File: src/rtl/mem_rw_master_if.sv
// ============================================================================
//  Module      : mem_rw_master_if
//  Description : Bundle of the fetch/load-store client handshakes and the
//                single ram_rw memory port driven by mem_rw_master.
//  Revision    : 1.0 - initial release
// ============================================================================
`timescale 1ns/1ps
`default_nettype none

interface mem_rw_master_if;
  // Instruction fetch client
  logic        ifu_req_i;
  logic [63:0] ifu_addr_i;
  logic        ifu_gnt_o;
  logic        ifu_rvalid_o;
  logic [31:0] ifu_rdata_o;
  logic        ifu_err_o;

  // Load/store client
  logic        lsu_req_i;
  logic        lsu_we_i;
  logic [63:0] lsu_addr_i;
  logic [1:0]  lsu_size_i;
  logic        lsu_unsigned_i;
  logic [63:0] lsu_wdata_i;
  logic        lsu_gnt_o;
  logic        lsu_rvalid_o;
  logic [63:0] lsu_rdata_o;
  logic        lsu_err_o;

  // Memory port
  logic        ram_rw_cen_o;
  logic        ram_rw_wen_o;
  logic [63:0] ram_rw_addr_o;
  logic [63:0] ram_rw_wdata_o;
  logic [7:0]  ram_rw_wmask_o;
  logic [2:0]  ram_rw_size_o;
  logic        ram_rw_ready_i;
  logic [63:0] ram_rw_data_i;

  // View of the memory master itself
  modport master (
    input  ifu_req_i, ifu_addr_i,
    output ifu_gnt_o, ifu_rvalid_o, ifu_rdata_o, ifu_err_o,
    input  lsu_req_i, lsu_we_i, lsu_addr_i, lsu_size_i, lsu_unsigned_i, lsu_wdata_i,
    output lsu_gnt_o, lsu_rvalid_o, lsu_rdata_o, lsu_err_o,
    output ram_rw_cen_o, ram_rw_wen_o, ram_rw_addr_o, ram_rw_wdata_o,
    output ram_rw_wmask_o, ram_rw_size_o,
    input  ram_rw_ready_i, ram_rw_data_i
  );

  // View of the environment around it (clients and RAM responder)
  modport slave (
    output ifu_req_i, ifu_addr_i,
    input  ifu_gnt_o, ifu_rvalid_o, ifu_rdata_o, ifu_err_o,
    output lsu_req_i, lsu_we_i, lsu_addr_i, lsu_size_i, lsu_unsigned_i, lsu_wdata_i,
    input  lsu_gnt_o, lsu_rvalid_o, lsu_rdata_o, lsu_err_o,
    input  ram_rw_cen_o, ram_rw_wen_o, ram_rw_addr_o, ram_rw_wdata_o,
    input  ram_rw_wmask_o, ram_rw_size_o,
    output ram_rw_ready_i, ram_rw_data_i
  );
endinterface

`default_nettype wire

File: src/rtl/mem_rw_master.sv
// ============================================================================
//  Module      : mem_rw_master
//  Description : Arbitrates instruction fetch and load/store requests onto one
//                64-bit ram_rw port, one request in flight. Formats store
//                lanes/masks and returns aligned fetch words and extended
//                load data. Optional WAIT timeout returns an error response.
//  Revision    : 1.0 - initial release
// ============================================================================
`timescale 1ns/1ps
`default_nettype none

module mem_rw_master #(
  parameter int TIMEOUT_CYCLES = 16
) (
  input  logic             clock,
  input  logic             reset,
  mem_rw_master_if.master  bus
);

  typedef enum logic [1:0] {
    IDLE  = 2'd0,
    ISSUE = 2'd1,
    WAIT  = 2'd2
  } state_t;

  localparam int CNT_W = (TIMEOUT_CYCLES > 0) ? $clog2(TIMEOUT_CYCLES + 1) : 1;
  localparam logic [CNT_W-1:0] TIMER_LAST =
    (TIMEOUT_CYCLES > 0) ? CNT_W'(TIMEOUT_CYCLES - 1) : '0;

  state_t           state;
  logic [CNT_W-1:0] timer;

  // Latched attributes of the request in flight
  logic       req_lsu;
  logic       req_we;
  logic [2:0] req_off;
  logic [1:0] req_size;
  logic       req_unsigned;

  // Grant decision: only in IDLE, load/store wins over fetch
  logic lsu_grant;
  logic ifu_grant;

  assign lsu_grant     = !reset && (state == IDLE) && bus.lsu_req_i;
  assign ifu_grant     = !reset && (state == IDLE) && bus.ifu_req_i && !bus.lsu_req_i;
  assign bus.lsu_gnt_o = lsu_grant;
  assign bus.ifu_gnt_o = ifu_grant;

  // Alignment of incoming requests: an access may not cross the 8-byte lane
  logic [2:0] lsu_off;
  logic [3:0] lsu_bytes;
  logic [3:0] lsu_end;
  logic       lsu_misaligned;
  logic       ifu_misaligned;

  assign lsu_off        = bus.lsu_addr_i[2:0];
  assign lsu_bytes      = 4'd1 << bus.lsu_size_i;
  assign lsu_end        = {1'b0, lsu_off} + lsu_bytes;
  assign lsu_misaligned = lsu_end > 4'd8;
  assign ifu_misaligned = |bus.ifu_addr_i[1:0];

  // Store lane placement; for a dword the 8-bit ones pattern wraps to 0xFF
  logic [7:0]  store_ones;
  logic [7:0]  store_wmask;
  logic [63:0] store_wdata;

  assign store_ones  = (8'd1 << lsu_bytes) - 8'd1;
  assign store_wmask = store_ones << lsu_off;
  assign store_wdata = bus.lsu_wdata_i << {lsu_off, 3'b000};

  // Read data formatting for the request in flight
  logic [63:0] load_shift;
  logic [63:0] load_data;
  logic [31:0] fetch_word;

  assign load_shift = bus.ram_rw_data_i >> {req_off, 3'b000};
  assign fetch_word = req_off[2] ? bus.ram_rw_data_i[63:32] : bus.ram_rw_data_i[31:0];

  // Keep the low bytes selected by size and extend them to 64 bits
  always_comb begin
    load_data = '0;
    case (req_size)
      2'd0: load_data = req_unsigned ? {56'd0, load_shift[7:0]}
                                     : {{56{load_shift[7]}}, load_shift[7:0]};
      2'd1: load_data = req_unsigned ? {48'd0, load_shift[15:0]}
                                     : {{48{load_shift[15]}}, load_shift[15:0]};
      2'd2: load_data = req_unsigned ? {32'd0, load_shift[31:0]}
                                     : {{32{load_shift[31]}}, load_shift[31:0]};
      default: load_data = load_shift;
    endcase
  end

  // Request FSM with registered memory strobes and client responses
  always_ff @(posedge clock) begin
    if (reset) begin
      state              <= IDLE;
      timer              <= '0;
      req_lsu            <= 1'b0;
      req_we             <= 1'b0;
      req_off            <= 3'd0;
      req_size           <= 2'd0;
      req_unsigned       <= 1'b0;
      bus.ram_rw_cen_o   <= 1'b0;
      bus.ram_rw_wen_o   <= 1'b0;
      bus.ram_rw_addr_o  <= '0;
      bus.ram_rw_wdata_o <= '0;
      bus.ram_rw_wmask_o <= '0;
      bus.ram_rw_size_o  <= '0;
      bus.ifu_rvalid_o   <= 1'b0;
      bus.ifu_rdata_o    <= '0;
      bus.ifu_err_o      <= 1'b0;
      bus.lsu_rvalid_o   <= 1'b0;
      bus.lsu_rdata_o    <= '0;
      bus.lsu_err_o      <= 1'b0;
    end else begin
      // Strobes and response pulses last one cycle unless set below
      bus.ram_rw_cen_o   <= 1'b0;
      bus.ram_rw_wen_o   <= 1'b0;
      bus.ram_rw_addr_o  <= '0;
      bus.ram_rw_wdata_o <= '0;
      bus.ram_rw_wmask_o <= '0;
      bus.ram_rw_size_o  <= '0;
      bus.ifu_rvalid_o   <= 1'b0;
      bus.lsu_rvalid_o   <= 1'b0;

      case (state)
        IDLE: begin
          if (lsu_grant) begin
            req_lsu      <= 1'b1;
            req_we       <= bus.lsu_we_i;
            req_off      <= lsu_off;
            req_size     <= bus.lsu_size_i;
            req_unsigned <= bus.lsu_unsigned_i;
            if (lsu_misaligned) begin
              // Rejected without touching memory
              bus.lsu_rvalid_o <= 1'b1;
              bus.lsu_err_o    <= 1'b1;
              bus.lsu_rdata_o  <= '0;
            end else begin
              state              <= ISSUE;
              bus.ram_rw_cen_o   <= 1'b1;
              bus.ram_rw_wen_o   <= bus.lsu_we_i;
              bus.ram_rw_addr_o  <= {bus.lsu_addr_i[63:3], 3'b000};
              bus.ram_rw_wdata_o <= bus.lsu_we_i ? store_wdata : 64'd0;
              bus.ram_rw_wmask_o <= bus.lsu_we_i ? store_wmask : 8'd0;
              bus.ram_rw_size_o  <= {1'b0, bus.lsu_size_i};
            end
          end else if (ifu_grant) begin
            req_lsu      <= 1'b0;
            req_we       <= 1'b0;
            req_off      <= bus.ifu_addr_i[2:0];
            req_size     <= 2'd2;
            req_unsigned <= 1'b0;
            if (ifu_misaligned) begin
              bus.ifu_rvalid_o <= 1'b1;
              bus.ifu_err_o    <= 1'b1;
              bus.ifu_rdata_o  <= '0;
            end else begin
              state             <= ISSUE;
              bus.ram_rw_cen_o  <= 1'b1;
              bus.ram_rw_addr_o <= {bus.ifu_addr_i[63:3], 3'b000};
              bus.ram_rw_size_o <= 3'd2;
            end
          end
        end

        ISSUE: begin
          state <= WAIT;
          timer <= '0;
        end

        WAIT: begin
          if (bus.ram_rw_ready_i) begin
            state <= IDLE;
            if (req_lsu) begin
              bus.lsu_rvalid_o <= 1'b1;
              bus.lsu_err_o    <= 1'b0;
              bus.lsu_rdata_o  <= req_we ? 64'd0 : load_data;
            end else begin
              bus.ifu_rvalid_o <= 1'b1;
              bus.ifu_err_o    <= 1'b0;
              bus.ifu_rdata_o  <= fetch_word;
            end
          end else if (TIMEOUT_CYCLES > 0) begin
            if (timer == TIMER_LAST) begin
              // Responder gave up on: report an error, late ready is ignored
              state <= IDLE;
              if (req_lsu) begin
                bus.lsu_rvalid_o <= 1'b1;
                bus.lsu_err_o    <= 1'b1;
                bus.lsu_rdata_o  <= '0;
              end else begin
                bus.ifu_rvalid_o <= 1'b1;
                bus.ifu_err_o    <= 1'b1;
                bus.ifu_rdata_o  <= '0;
              end
            end else begin
              timer <= timer + CNT_W'(1);
            end
          end
        end

        default: state <= IDLE;
      endcase
    end
  end

endmodule

`default_nettype wire

File: src/flat_wrapper.sv
// flat-port wrapper written by rule: the top's interface ports become plain ports
module mem_rw_master_flat 
#(
  parameter int TIMEOUT_CYCLES = 16
)
  (clock, reset, bus_ifu_req_i, bus_ifu_addr_i, bus_ifu_gnt_o, bus_ifu_rvalid_o, bus_ifu_rdata_o, bus_ifu_err_o, bus_lsu_req_i, bus_lsu_we_i, bus_lsu_addr_i, bus_lsu_size_i, bus_lsu_unsigned_i, bus_lsu_wdata_i, bus_lsu_gnt_o, bus_lsu_rvalid_o, bus_lsu_rdata_o, bus_lsu_err_o, bus_ram_rw_cen_o, bus_ram_rw_wen_o, bus_ram_rw_addr_o, bus_ram_rw_wdata_o, bus_ram_rw_wmask_o, bus_ram_rw_size_o, bus_ram_rw_ready_i, bus_ram_rw_data_i);
  mem_rw_master_if bus_i ();
  input  logic clock;
  input  logic reset;
  input wire logic [$bits(bus_i.ifu_req_i)-1:0] bus_ifu_req_i;
  input wire logic [$bits(bus_i.ifu_addr_i)-1:0] bus_ifu_addr_i;
  output wire logic [$bits(bus_i.ifu_gnt_o)-1:0] bus_ifu_gnt_o;
  output wire logic [$bits(bus_i.ifu_rvalid_o)-1:0] bus_ifu_rvalid_o;
  output wire logic [$bits(bus_i.ifu_rdata_o)-1:0] bus_ifu_rdata_o;
  output wire logic [$bits(bus_i.ifu_err_o)-1:0] bus_ifu_err_o;
  input wire logic [$bits(bus_i.lsu_req_i)-1:0] bus_lsu_req_i;
  input wire logic [$bits(bus_i.lsu_we_i)-1:0] bus_lsu_we_i;
  input wire logic [$bits(bus_i.lsu_addr_i)-1:0] bus_lsu_addr_i;
  input wire logic [$bits(bus_i.lsu_size_i)-1:0] bus_lsu_size_i;
  input wire logic [$bits(bus_i.lsu_unsigned_i)-1:0] bus_lsu_unsigned_i;
  input wire logic [$bits(bus_i.lsu_wdata_i)-1:0] bus_lsu_wdata_i;
  output wire logic [$bits(bus_i.lsu_gnt_o)-1:0] bus_lsu_gnt_o;
  output wire logic [$bits(bus_i.lsu_rvalid_o)-1:0] bus_lsu_rvalid_o;
  output wire logic [$bits(bus_i.lsu_rdata_o)-1:0] bus_lsu_rdata_o;
  output wire logic [$bits(bus_i.lsu_err_o)-1:0] bus_lsu_err_o;
  output wire logic [$bits(bus_i.ram_rw_cen_o)-1:0] bus_ram_rw_cen_o;
  output wire logic [$bits(bus_i.ram_rw_wen_o)-1:0] bus_ram_rw_wen_o;
  output wire logic [$bits(bus_i.ram_rw_addr_o)-1:0] bus_ram_rw_addr_o;
  output wire logic [$bits(bus_i.ram_rw_wdata_o)-1:0] bus_ram_rw_wdata_o;
  output wire logic [$bits(bus_i.ram_rw_wmask_o)-1:0] bus_ram_rw_wmask_o;
  output wire logic [$bits(bus_i.ram_rw_size_o)-1:0] bus_ram_rw_size_o;
  input wire logic [$bits(bus_i.ram_rw_ready_i)-1:0] bus_ram_rw_ready_i;
  input wire logic [$bits(bus_i.ram_rw_data_i)-1:0] bus_ram_rw_data_i;
  assign bus_i.ifu_req_i = bus_ifu_req_i;
  assign bus_i.ifu_addr_i = bus_ifu_addr_i;
  assign bus_ifu_gnt_o = bus_i.ifu_gnt_o;
  assign bus_ifu_rvalid_o = bus_i.ifu_rvalid_o;
  assign bus_ifu_rdata_o = bus_i.ifu_rdata_o;
  assign bus_ifu_err_o = bus_i.ifu_err_o;
  assign bus_i.lsu_req_i = bus_lsu_req_i;
  assign bus_i.lsu_we_i = bus_lsu_we_i;
  assign bus_i.lsu_addr_i = bus_lsu_addr_i;
  assign bus_i.lsu_size_i = bus_lsu_size_i;
  assign bus_i.lsu_unsigned_i = bus_lsu_unsigned_i;
  assign bus_i.lsu_wdata_i = bus_lsu_wdata_i;
  assign bus_lsu_gnt_o = bus_i.lsu_gnt_o;
  assign bus_lsu_rvalid_o = bus_i.lsu_rvalid_o;
  assign bus_lsu_rdata_o = bus_i.lsu_rdata_o;
  assign bus_lsu_err_o = bus_i.lsu_err_o;
  assign bus_ram_rw_cen_o = bus_i.ram_rw_cen_o;
  assign bus_ram_rw_wen_o = bus_i.ram_rw_wen_o;
  assign bus_ram_rw_addr_o = bus_i.ram_rw_addr_o;
  assign bus_ram_rw_wdata_o = bus_i.ram_rw_wdata_o;
  assign bus_ram_rw_wmask_o = bus_i.ram_rw_wmask_o;
  assign bus_ram_rw_size_o = bus_i.ram_rw_size_o;
  assign bus_i.ram_rw_ready_i = bus_ram_rw_ready_i;
  assign bus_i.ram_rw_data_i = bus_ram_rw_data_i;
  mem_rw_master #(.TIMEOUT_CYCLES(TIMEOUT_CYCLES)) u_core (.clock(clock), .reset(reset), .bus(bus_i));
endmodule
File: config.mk
export PLATFORM = sky130hd
export DESIGN_NAME = mem_rw_master_flat
export DESIGN_NICKNAME = d
export VERILOG_FILES = /design/src/rtl/mem_rw_master_if.sv /design/src/rtl/mem_rw_master.sv /design/src/flat_wrapper.sv
export SDC_FILE = /design/constraint.sdc
export NUM_CORES = 1
export LEC_CHECK = 0
export CAP_MARGIN = 20
export CORE_AREA = 4 4 193 195
export CTS_CLUSTER_DIAMETER = 200
export DETAILED_ROUTE_END_ITERATION = 8
export DIE_AREA = 0 0 197 199
export PLACE_DENSITY = 0.65
export SYNTH_ARGS = -nofsm -noshare
export SYNTH_HDL_FRONTEND = slang
export SYNTH_SLANG_ARGS = --single-unit
File: constraint.sdc
create_clock -name clock -period 3.65 [get_ports clock]
set_input_delay 0.5475 -clock clock [delete_from_list [all_inputs] [get_ports clock]]
set_output_delay 0.5475 -clock clock [all_outputs]
set_load 0.02 [all_outputs]
==> results.tsv <==
stage	metric	value	unit
hold_path	Hold Crit Start	u_core.bus.lsu_rdata_o[29]	
place	PortBufs	503	
grt	number of global-route vias before repair	11600	
routing	DR WL met3	4190	um
floorplan	core area	35400	um2
power	peak supply drop	0.363	mV
floorplan	placement row count	69	
sta	Worst slew margin	0.246	
synth	Mapped Avg Cell Area	9.27	um2
power	Power Density	417	nW/um2
synth	Yosys warning count	0	
cts	CTS root buffer	clkbuf_16	
cts	clk buf depth	3	
power	leakage	6.81	nW
routing	Metal-1 WL	18600	um
final_layout	Multi-input gate area	6210	um2
place	Post-DP Area	17300	um2
final_layout	Syn-to-layout area delta	55.9	%
routing	drt drc	0	
place	DP Cell Count	2164	
critical_path	reg2reg setup slack	1.02	ns
final_layout	share of layout cells above drive strength 1	0.112	
cts	CTS clk-pin slew, worst paths	0.06	ns
routing	initial drt markers	658	
sta	fin. max-slew vios	0	
cts	post-CTS resize count	0	
critical_path	worst reg2reg path startpoint	u_core.req_off[1]	
floorplan	Die X	197	um
grt	largest net degree at the start of global routing	79	
sta	Worst Tran Pin Value	1.13	ns
sta	Hold Vio Cnt, Final	0	
floorplan	area of the die	39200	um2
final_layout	commonest non-fill, non-tap cell in the layout	clkdlybuf4s50_1	
cts	Worst-Skew Late Latency	0.57	ns
sta	total negative setup slack	0	ns
synth	Top FF cell, synth	dfxtp_1	
cts	Sink Count	252	
synth	Post-synth ARST share	0	
critical_path	kind of start point of the critical path	flip-flop	
grt	initial antenna violation count	5	
place	RePlAce Congestion	0.915	
floorplan	Starting Density	0.333	
grt	first-pass GRT wire length	72800	um
final_layout	final instance area	18400	um2
synth	synthesized instance count	1271	
grt	gr ovfl total	0	
sta	skew final	0.0253	ns
routing	Via-to-Cell Ratio	5.24	
synth	Post-synth EDFFs	0	
hold_path	Hold WC Path Type	reg2reg	
hold_path	Hold Crit Depth	2	
sta	# setup viols final	0	
critical_path	cell count of the worst reg-to-reg path	8	
final_layout	final net count	2005	
routing	routed len/inst	22.8	um
synth	Seq/Total Area, Yosys	0.428	
final_layout	sequential cell area	5050	um2
critical_path	Worst Path Required	3.10	ns
final_layout	most frequent cells in the layout	clkdlybuf4s50_1, dfxtp_1, nor2_1, a21oi_1, mux2i_1	
sta	RSZ-0062 raised after global routing	no	
place	DP Wirelength	39200	um
status	status	complete, no violations	
critical_path	crit end category	output port	
cts	H-tree depth	1	
critical_path	critical-path maximum fanout	8	
routing	routed wl met2	25600	um
sta	Max Clk Rate	319	MHz
routing	1st-pass router iterations	7	
floorplan	I/O Pins	508	
floorplan	Die H	199	um
cts	Setup Buffers After CTS	0	
routing	Top Layer Used	met5	
routing	via count	11600	
sta	min cycle time layout	3.14	ns
routing	Total Wirelength	50600	um
cts	CTS tree	done	
run	maxcap violations	0	
final_layout	# fillers	3315	
hold_path	Hold EP	u_core.bus.lsu_rdata_o[29]	
cts	number of CTS-inserted buffers	30	
sta	final period utilization	0.860	
critical_path	crit path kind	reg2out	
critical_path	CP Data Arrival Time	2.59	ns
grt	GRT Util Overall	0.242	
synth	Mapped Area	11800	um2
synth	register bit total from synthesis	252	
routing	Routed Antenna Nets	0	
synth	synth unique cells	58	
critical_path	Crit Reg-Reg Endpoint	u_core.bus.lsu_rdata_o[62]	
final_layout	Non-Filler Instances	2220	
cts	number of hold buffers added after CTS	0	
-- power breakdown --
part           internal (mW)  switching (mW)
clock                   2.06            1.23
combinational          0.717           0.778
sequential              2.82          0.0393
-- final cells by class --
| cell class | instances | share of cell area |
|---|---|---|
| multi-input cells | 895 | 0.338 |
| repair buffers | 546 | 0.294 |
| flip-flops and latches | 252 | 0.275 |
| clock buffers | 38 | 0.0442 |
| well taps | 461 | 0.0314 |
| clock inverters | 17 | 0.0151 |
| inverters | 10 | 0.00204 |
| diodes | 1 | 0.000136 |
-- Yosys cell counts, types with 11 or more instances --
cell type	count	area (um2)
buf_1	16	60.1
clkbuf_1	76	285
nor2b_1	22	138
a22o_1	95	832
nand2_1	85	319
o21ai_1	20	100
a21oi_2	11	96.3
a211oi_1	40	300
o21ai_0	38	190
mux2i_1	99	991
buf_2	12	60.1
nor3_1	38	190
o22ai_1	17	106
or2_2	16	100
a21oi_1	109	546
mux4_2	25	563
a22oi_1	11	82.6
mux2_2	32	360
nor2_1	151	567
dfxtp_1	252	5040
-- critical path: stages, from the launching register on --
cell	delay (ns)
dfxtp_1	0.39
nor3_2	0.18
buf_4	0.16
nand2_1	0.20
inv_1	0.32
clkdlybuf4s50_1	0.76
-- flip-flops by register name, indices dropped and copies added, names as in the netlist, 2 cells and up --
| signal | cells |
|---|---|
| u_core.bus.lsu_rdata_o | 64 |
| u_core.bus.ram_rw_wdata_o | 64 |
| u_core.bus.ram_rw_addr_o | 61 |
| u_core.bus.ifu_rdata_o | 32 |
| u_core.bus.ram_rw_wmask_o | 8 |
| u_core.timer | 5 |
| u_core.req_off | 3 |
| u_core.bus.ram_rw_size_o | 2 |
| u_core.req_size | 2 |
| u_core.state | 2 |
-- metrics by stage --
stage	hold WS [ns]	util	setup WS [ns]	total power, mW
floorplan	0.458	-	0.423	3.72
global placement	0.442	0.488	0.205	4.39
detailed placement	0.441	0.488	0.116	4.40
CTS	0.450	0.519	0.473	7.71
global route	0.465	0.519	0.381	7.93
finish	0.447	0.519	0.512	7.65
-- layer usage --
metal,up-vias,GRT usage
met3,99,0.0655
met2,501,0.435
met4,6,0.0953
li1,5517,-
met1,5503,0.272
met5,-,0
-- worst max-delay path by stage --
stage                                 start                    endpoint  slack, ns  depth (start not counted)
after floorplan           bus_lsu_size_i[1]  u_core.bus.lsu_rdata_o[47]       0.42                         13
after global placement    bus_lsu_size_i[1]  u_core.bus.lsu_rdata_o[20]       0.20                         11
after detailed placement  bus_lsu_size_i[1]  u_core.bus.lsu_rdata_o[22]       0.12                         11
after CTS                   u_core.state[0]               bus_lsu_gnt_o       0.47                          5
after global routing        u_core.state[0]               bus_lsu_gnt_o       0.38                          5
final                       u_core.state[0]               bus_lsu_gnt_o       0.51                          5
-- kinds of logic (layout without fill, tap and decap cells) --
group	Yosys count	in the layout	synth area share
flip-flops	252	252	0.428
multiplexers	157	157	0.164
buffers and inverters	127	611	0.0484
other	1	5	0.000318
AO/OA/AOI/OAI	366	366	0.209
AND/OR/NAND/NOR	360	360	0.142
adder cells (fa/ha/maj)	5	5	0.00595
XOR/XNOR	3	3	0.00223
Note: power is estimated with default switching activity, not from simulation.
